## src/rtl/cam_cfg_sequencer_if.sv

```systemverilog
// Write-request channel between the camera configuration sequencer and the
// SCCB master: valid/ready request with register address and value, then a
// one-cycle done pulse, qualified by nack, once the bus write has finished.
interface cam_cfg_sequencer_if;
  logic       valid;
  logic       ready;
  logic [7:0] reg_addr;
  logic [7:0] reg_val;
  logic       done;
  logic       nack;

  // Sequencer side: issues requests, observes acceptance and completion.
  modport master (
    output valid, reg_addr, reg_val,
    input  ready, done, nack
  );

  // SCCB master side: accepts requests, reports completion.
  modport slave (
    input  valid, reg_addr, reg_val,
    output ready, done, nack
  );
endinterface

```

## src/rtl/cam_cfg_sequencer.sv

```systemverilog
// OV7670 configuration sequencer. Walks a synchronous register ROM of
// {reg_addr, value} words and issues one SCCB write per entry. It honours
// in-table delay markers, retries NACKed writes and stops at the end marker
// or at the last ROM slot. o_cam_done releases the pixel-capture FSM.
module cam_cfg_sequencer #(
  parameter int CLK_FREQ  = 25_000_000,
  parameter int DELAY_MS  = 10,
  parameter int ROM_AW    = 8,
  parameter int MAX_RETRY = 3
) (
  input  logic              i_clk,
  input  logic              i_rst,
  input  logic              i_start,
  output logic [ROM_AW-1:0] o_rom_addr,
  input  logic [15:0]       i_rom_data,
  cam_cfg_sequencer_if.master sccb,
  output logic              o_busy,
  output logic              o_cam_done,
  output logic              o_err
);

  localparam int DELAY_CYC = CLK_FREQ / 1000 * DELAY_MS;
  localparam int DCW       = (DELAY_CYC > 1) ? $clog2(DELAY_CYC) : 1;
  localparam int RCW       = (MAX_RETRY > 0) ? $clog2(MAX_RETRY + 1) : 1;

  localparam logic [DCW-1:0] DELAY_LOAD  = DCW'(DELAY_CYC - 1);
  localparam logic [RCW-1:0] RETRY_LIMIT = RCW'(MAX_RETRY);

  localparam logic [15:0] END_MARK   = 16'hFFFF;
  localparam logic [15:0] DELAY_MARK = 16'hFFF0;

  localparam logic [2:0] S_IDLE    = 3'd0;
  localparam logic [2:0] S_FETCH   = 3'd1;
  localparam logic [2:0] S_DECODE  = 3'd2;
  localparam logic [2:0] S_REQ     = 3'd3;
  localparam logic [2:0] S_WAIT_WR = 3'd4;
  localparam logic [2:0] S_DELAY   = 3'd5;
  localparam logic [2:0] S_ADVANCE = 3'd6;
  localparam logic [2:0] S_DONE    = 3'd7;

  logic [2:0]     state;
  logic [RCW-1:0] retry_cnt;
  logic [DCW-1:0] delay_cnt;

  // Sequencer FSM with all outputs registered alongside the state.
  // NOTE: every register here is updated with <= so all branches see the
  // pre-edge values, exactly as the flops do in hardware.
  always_ff @(posedge i_clk or posedge i_rst) begin
    if (i_rst) begin
      state         <= S_IDLE;
      o_rom_addr    <= '0;
      sccb.valid    <= 1'b0;
      sccb.reg_addr <= '0;
      sccb.reg_val  <= '0;
      o_busy        <= 1'b0;
      o_cam_done    <= 1'b0;
      o_err         <= 1'b0;
      retry_cnt     <= '0;
      delay_cnt     <= '0;
    end else begin
      case (state)
        // Start or restart from the first table entry; start is ignored
        // in every other state.
        S_IDLE, S_DONE: begin
          if (i_start) begin
            o_rom_addr <= '0;
            o_cam_done <= 1'b0;
            o_err      <= 1'b0;
            o_busy     <= 1'b1;
            state      <= S_FETCH;
          end
        end

        // ROM data for the new address is valid one cycle later.
        S_FETCH: state <= S_DECODE;

        S_DECODE: begin
          if (i_rom_data == END_MARK) begin
            o_busy     <= 1'b0;
            o_cam_done <= ~o_err;
            state      <= S_DONE;
          end else if (i_rom_data == DELAY_MARK) begin
            delay_cnt <= DELAY_LOAD;
            state     <= S_DELAY;
          end else begin
            sccb.reg_addr <= i_rom_data[15:8];
            sccb.reg_val  <= i_rom_data[7:0];
            retry_cnt     <= '0;
            sccb.valid    <= 1'b1;
            state         <= S_REQ;
          end
        end

        // Hold the request (address/value untouched) until the master
        // takes it.
        S_REQ: begin
          if (sccb.ready) begin
            sccb.valid <= 1'b0;
            state      <= S_WAIT_WR;
          end
        end

        // A NACK re-issues the same write until the retry budget is spent.
        S_WAIT_WR: begin
          if (sccb.done) begin
            if (!sccb.nack) begin
              state <= S_ADVANCE;
            end else if (retry_cnt < RETRY_LIMIT) begin
              retry_cnt  <= retry_cnt + 1'b1;
              sccb.valid <= 1'b1;
              state      <= S_REQ;
            end else begin
              o_err      <= 1'b1;
              o_cam_done <= 1'b0;
              o_busy     <= 1'b0;
              state      <= S_DONE;
            end
          end
        end

        // Counts DELAY_CYC-1 down to 0, i.e. DELAY_CYC cycles in this state.
        S_DELAY: begin
          if (delay_cnt == '0) begin
            state <= S_ADVANCE;
          end else begin
            delay_cnt <= delay_cnt - 1'b1;
          end
        end

        // The last ROM slot ends the table even without an end marker;
        // the address never wraps.
        S_ADVANCE: begin
          if (o_rom_addr == '1) begin
            o_busy     <= 1'b0;
            o_cam_done <= ~o_err;
            state      <= S_DONE;
          end else begin
            o_rom_addr <= o_rom_addr + 1'b1;
            state      <= S_FETCH;
          end
        end

        default: begin
          sccb.valid <= 1'b0;
          o_busy     <= 1'b0;
          state      <= S_IDLE;
        end
      endcase
    end
  end

endmodule
```

## src/flat_wrapper.sv

```systemverilog
// flat-port wrapper written by rule: the top's interface ports become plain ports
module cam_cfg_sequencer_flat 
#(
  parameter int CLK_FREQ  = 25_000_000,
  parameter int DELAY_MS  = 10,
  parameter int ROM_AW    = 8,
  parameter int MAX_RETRY = 3
)
  (i_clk, i_rst, i_start, o_rom_addr, i_rom_data, o_busy, o_cam_done, o_err, sccb_valid, sccb_reg_addr, sccb_reg_val, sccb_ready, sccb_done, sccb_nack);
  cam_cfg_sequencer_if sccb_i ();
  input  logic i_clk;
  input  logic i_rst;
  input  logic i_start;
  output logic [ROM_AW-1:0] o_rom_addr;
  input  logic [15:0] i_rom_data;
  output logic o_busy;
  output logic o_cam_done;
  output logic o_err;
  output wire logic [$bits(sccb_i.valid)-1:0] sccb_valid;
  output wire logic [$bits(sccb_i.reg_addr)-1:0] sccb_reg_addr;
  output wire logic [$bits(sccb_i.reg_val)-1:0] sccb_reg_val;
  input wire logic [$bits(sccb_i.ready)-1:0] sccb_ready;
  input wire logic [$bits(sccb_i.done)-1:0] sccb_done;
  input wire logic [$bits(sccb_i.nack)-1:0] sccb_nack;
  assign sccb_valid = sccb_i.valid;
  assign sccb_reg_addr = sccb_i.reg_addr;
  assign sccb_reg_val = sccb_i.reg_val;
  assign sccb_i.ready = sccb_ready;
  assign sccb_i.done = sccb_done;
  assign sccb_i.nack = sccb_nack;
  cam_cfg_sequencer #(.CLK_FREQ(CLK_FREQ), .DELAY_MS(DELAY_MS), .ROM_AW(ROM_AW), .MAX_RETRY(MAX_RETRY)) u_core (.i_clk(i_clk), .i_rst(i_rst), .i_start(i_start), .o_rom_addr(o_rom_addr), .i_rom_data(i_rom_data), .sccb(sccb_i), .o_busy(o_busy), .o_cam_done(o_cam_done), .o_err(o_err));
endmodule
```

## config.mk

```make
export PLATFORM = sky130hd
export DESIGN_NAME = cam_cfg_sequencer_flat
export DESIGN_NICKNAME = d
export VERILOG_FILES = /design/src/rtl/cam_cfg_sequencer_if.sv /design/src/rtl/cam_cfg_sequencer.sv /design/src/flat_wrapper.sv
export SDC_FILE = /design/constraint.sdc
export NUM_CORES = 1
export LEC_CHECK = 0
export ABC_AREA = 1
export CORE_MARGIN = 2
export CORE_UTILIZATION = 30
export DETAILED_ROUTE_END_ITERATION = 8
export SETUP_SLACK_MARGIN = 0.05
export SLEW_MARGIN = 10
export SYNTH_ARGS = -nofsm -noshare
export SYNTH_HDL_FRONTEND = slang
export SYNTH_SLANG_ARGS = --single-unit
export TNS_END_PERCENT = 20
```

## constraint.sdc

```tcl
create_clock -name i_clk -period 4.6 [get_ports i_clk]
set_clock_uncertainty 0.15 [all_clocks]
set_input_delay 0.46 -clock i_clk [delete_from_list [all_inputs] [get_ports i_clk]]
set_output_delay 0.46 -clock i_clk [all_outputs]
set_load 0.01 [all_outputs]
```

Yosys cells after proc, flatten, opt, wreduce, memory -nomap -nowiden --
Cells that the tools add are included.
Storage, ports and cells: flip-flop bits (word level) 51, output and inout port bits 28, input port bits 22
Operators by class: muxes and demuxes 45, magnitude comparators 1, bitwise operators 3, add/sub/neg operators 3, equal/unequal tests 24, reduce and logical (&&, ||, !) cells 17
Operators with widths (count):
- $mux 18 | 3
- $pmux 18 s2 | 1
- $eq 16x16->1 const B | 2
- $mux 3 | 9
- $pmux 3 s7 | 1
- $logic_not 18->1 | 1
- $mux 1 | 18
- $ne 2x2->1 const B | 9
- $sub 18x1->18 const B | 1
- $mux 8 | 2
- $pmux 8 s2 | 1
- $reduce_and 7->1 | 2
- $eq 3x3->1 const B | 4
- $mux 2 | 5
- $ne 2x1->1 const B | 5
- $add 8x1->8 const B | 1
- $eq 8x8->1 const B | 1
- $pmux 1 s4 | 2
- $reduce_and 4->1 | 2
- $reduce_bool 2->1 | 4
- $eq 3x2->1 const B | 2
- $reduce_and 3->1 | 2
- $reduce_and 6->1 | 1
- $reduce_and 5->1 | 1
- 11 further kinds | 13

Logic depth before layout (Yosys ltp) --
word-level depth 5, mapped depth 10, depth with buffers taken out 10

Worst setup path after synthesis --
No wires, ideal clock.
path type register -> register, start point reg u_core.delay_cnt[0], end point reg u_core.delay_cnt[15], cell stages (with the launch flop) 11, period minus slack after synthesis 1.716 ns, buffers on the path 1, library setup time 0.116 ns, data required time 4.334 ns, data arrival time 1.450 ns, path slack 2.884 ns, cell sequence dfrtp_1 > inv_1 > ha_1 > nand2_2 > nor2_4 > nand3_2 > nand2_2 > nand2_2 > buf_6 > nand2_1 > nand2_1
Between the ends: cells in the longest elaborated chain, start to end 3, elaborated cells on any way between the ends 6, those cells by class add/sub: 1; eq/ne: 1; mux: 2; reduce/logical: 2
Ends and longest elaborated chain:
- start: declaration | line cam_cfg_sequencer.sv:43 | logic [DCW-1:0] delay_cnt;
- start signal: assignment | line cam_cfg_sequencer.sv:126 | delay_cnt <= delay_cnt - 1'b1;
- $sub 18x1->18 / $logic_not 18->1 (equally long branches) | line cam_cfg_sequencer.sv:126, cam_cfg_sequencer.sv:123
- $mux 18 / $ne 2x2->1 (equally long branches)
- $pmux 18 s2 / $reduce_and 4->1 (equally long branches)
Parallel ways exist; a longest one is shown, timed or not. The select of a mux whose other input is x is not followed. A chain may end at the register's enable or synchronous reset.

Worst setup path after layout --
start point reg u_core.state[2], end point reg u_core.delay_cnt[9]
Between the ends: cells in the longest elaborated chain, start to end 3, elaborated cells on any way between the ends 8, those cells by class eq/ne: 5; mux: 1; reduce/logical: 2
Ends and longest elaborated chain:
- start: declaration | line cam_cfg_sequencer.sv:41 | logic [2:0] state;
- start signal: assignment | line cam_cfg_sequencer.sv:50 | state <= S_IDLE;
- start signal: assignment | line cam_cfg_sequencer.sv:70 | state <= S_FETCH;
- start signal: assignment | line cam_cfg_sequencer.sv:75 | S_FETCH: state <= S_DECODE;
- $eq 3x3->1 / $eq 3x2->1 (equally long branches) | line cam_cfg_sequencer.sv:61 | case (state)
- $ne 2x2->1 (no source line), or another cell as far along
- $reduce_and 4->1 (no source line)
Parallel ways exist; a longest one is shown, timed or not.

==> reports/results.ini <==
[detailed_routing]
ant_nets = 0
first_pass_iters = 6
first_iter_violations = 128
vias = 2943
drc = 0
viasPerCell = 4.63
drt_wl_total_mm = 7.22
wl_per_cell_um = 11.3

[layout]
antenna_cells = 0
mostFrequentLayoutCells = nand2_1 (155), nor2_1 (57), dfrtp_1 (51)
layout_commonest_cell = nand2_1
nets = 525
drive_gt1_share_pct = 6.00
syn2layout_area_growth_pct = 21.5

[clocking]
cts_tree = built
clockRootBuffer = clkbuf_8
post_cts_buffers = 0
clk_pin_slew_ps = 100
cts_buffer_depth = 2
h-tree-depth = 2
holdBufCountCts = 0
ctsResizeCount = 0
worstSkewPairLatency_ps = 310
cts_made_buffers = 5
clock-sinks = 51

[global_route]
antenna_found_initial = 0
met3_usage_pct = 2.76
grt_pass1_vias = 2892
gr-max-usage-layer = met2
grt_pass1_wl_mm = 12.6
grt_max_degree = 33
grt_overflow = 0
grt_usage_pct = 13.5
met2_usage_pct = 22.5
grt_util_met1_pct = 17.3

[timing]
tns_ps = 0
setup_violations = 0
maxSlewHeadroom_pct = 37.2
tightestPinTransition_ps = 939
fmax_mhz = 408
hold_viol = 0
final.min_clock_period_ps = 2450
finalMaxSlewViolations = 0
rsz0062_at_grt = no
period_share_pct = 53.3

[yosys]
synth-seq-area-share_pct = 40.6
synthAdderAreaFrac_pct = 1.19
synth_compound_area_share_pct = 6.57
synth_top_area_cell = dfrtp_1
synth-xor-area-share_pct = 1.67
ys_ff_latch = 51
synth_area_leaders = dfrtp_1 (41%), nand2_1 (19%), nand3_1 (7.8%)
synth_fp_nets = 481
syn_area_per_cell_um2 = 6.89
synthSimpleGateAreaFrac_pct = 40.5
synth_cells = 456
syn_area_um2 = 3140
synth_top_family_by_area = simple AND/OR/NAND/NOR gates
ys.warnings.count = 0
synth_top_cell_area_share_pct = 40.6
synth_mux_area_share_pct = 0
synthDistinctLibCells = 29

[critical_path]
required_ps = 4700
endpoint = u_core.delay_cnt[9]
startpoint = u_core.state[2]
worstPathMaxFanout = 20
worstSetupStartpointType = register
arrival_ps = 2550
cp_num_cells = 6
path_delay_family = simple AND/OR/NAND/NOR gates
r2r_setup_slack_ps = 2150
crit_path_end_kind = register
cp_num_buf_inv = 1
reg2reg_depth = 6
path_cells = nand3_2 -> inv_2 -> nand2_2 -> nand2_2 -> nand2_1 -> nand2_1
slowest_delay_ps = 690
r2r_end = u_core.delay_cnt[9]
r2r_start = u_core.state[2]
slowest_stage = dfrtp_1
worstSetupPathType = reg -> reg

[flow_run]
cap_viol_max_count = 0

[status]
status = completed

[pwr]
clkPwrFrac_pct = 15.1
total_power_mw = 2.07
seq_power_share_pct = 36.8
p_switching_mw = 0.897
p_int_mw = 1.17
p_per_area_nw_per_um2 = 542
cellLeakagePower_nw = 1.88
pwr-share-comb_pct = 48.1
swShare_pct = 43.3
ir_drop_uv = 258

[floorplan]
core-area_um2 = 10200
fp.dieW_um = 106
dieArea_um2 = 11300
rows = 37
pin_count = 50
die_h_um = 106
start_util_pct = 30.7

[place]
routabilityCongestion = 0.838
io_buffers = 49
dp_hpwl_mm = 5.27

[min_path]
hp-class = reg -> reg

[cell type report]
type	instances	area [um2]
fill	1069	6410
multi-input combinational	338	1570
sequential	51	1280
timing repair buffer	50	498
inverter	54	203
tap	136	170
clock buffer	6	72.6
clock inverter	1	30.0
[cell usage after synthesis (all sizes together)]
master	number
nand3	56
xor2	3
nor3b	1
or2	1
xnor2	3
nand3b	6
nand2	161
o21bai	1
ha	3
a21oi	4
nand4	5
buf	11
dfrtp	51
nor2	60
o22ai	1
clkbuf	2
a31oi	1
o21ai	31
inv	54
o31ai	1
[worst min path at each step]
| stage | from | end | cells past startpoint | slack (ps) |
|---|---|---|---|---|
| 2_1_floorplan | u_core.retry_cnt[1] | u_core.retry_cnt[1] | 2 | 300 |
| 3_3_place_gp | u_core.o_cam_done | u_core.o_cam_done | 2 | 310 |
| 3_5_place_dp | u_core.o_cam_done | u_core.o_cam_done | 2 | 310 |
| 4_1_cts | u_core.o_cam_done | u_core.o_cam_done | 2 | 340 |
| 5_1_grt | u_core.o_cam_done | u_core.o_cam_done | 2 | 360 |
| 6_report | u_core.o_cam_done | u_core.o_cam_done | 2 | 330 |
[flip-flops by register name, summed over array words and instances, names as in the netlist]
| name | cells |
|---|---|
| u_core.delay_cnt | 18 |
| u_core.o_rom_addr | 8 |
| u_core.sccb.reg_addr | 8 |
| u_core.sccb.reg_val | 8 |
| u_core.state | 3 |
| u_core.retry_cnt | 2 |
| u_core.o_busy | 1 |
| u_core.o_cam_done | 1 |
| u_core.o_err | 1 |
| u_core.sccb.valid | 1 |
[per-layer routing]
metal,up-vias,wire (um)
li1,1518,-
met1,1358,3490
met2,57,3280
met3,10,325
met4,0,123
met5,-,0
[logic make-up after synthesis]
family / after synthesis
compound gates: 39
simple gates: 290
buf+inv: 67
fa+ha+maj: 3
flops: 51
xor+xnor: 6
[power groups by stage]
stage | registers [mW] | logic (mW) | clock network, mW
2_1_floorplan | 0.746 | 0.698 | 0
3_3_place_gp | 0.764 | 0.980 | 0
3_5_place_dp | 0.765 | 1.01 | 0
4_1_cts | 0.763 | 1.01 | 0.320
5_1_grt | 0.787 | 1.14 | 0.339
6_report | 0.763 | 0.996 | 0.312
[worst min-delay path, delay by kind of cell, from the launching register on]
family | cells | cell delay [ps]
AND/OR/NAND/NOR | 2 | 100
flip-flops | 1 | 350
[stage by stage]
step,area (um2),cells,setup slack [ps],utilization [%],hold slack (ps)
2_1_floorplan,3140,456,2760,-,296
3_3_place_gp,3720,629,1980,36.3,308
3_5_place_dp,3720,629,1900,36.3,315
4_1_cts,3820,636,2100,37.3,338
5_1_grt,3820,636,1920,37.3,359
6_report,3820,636,2150,37.3,328
Power figures use the tool's default switching activity.
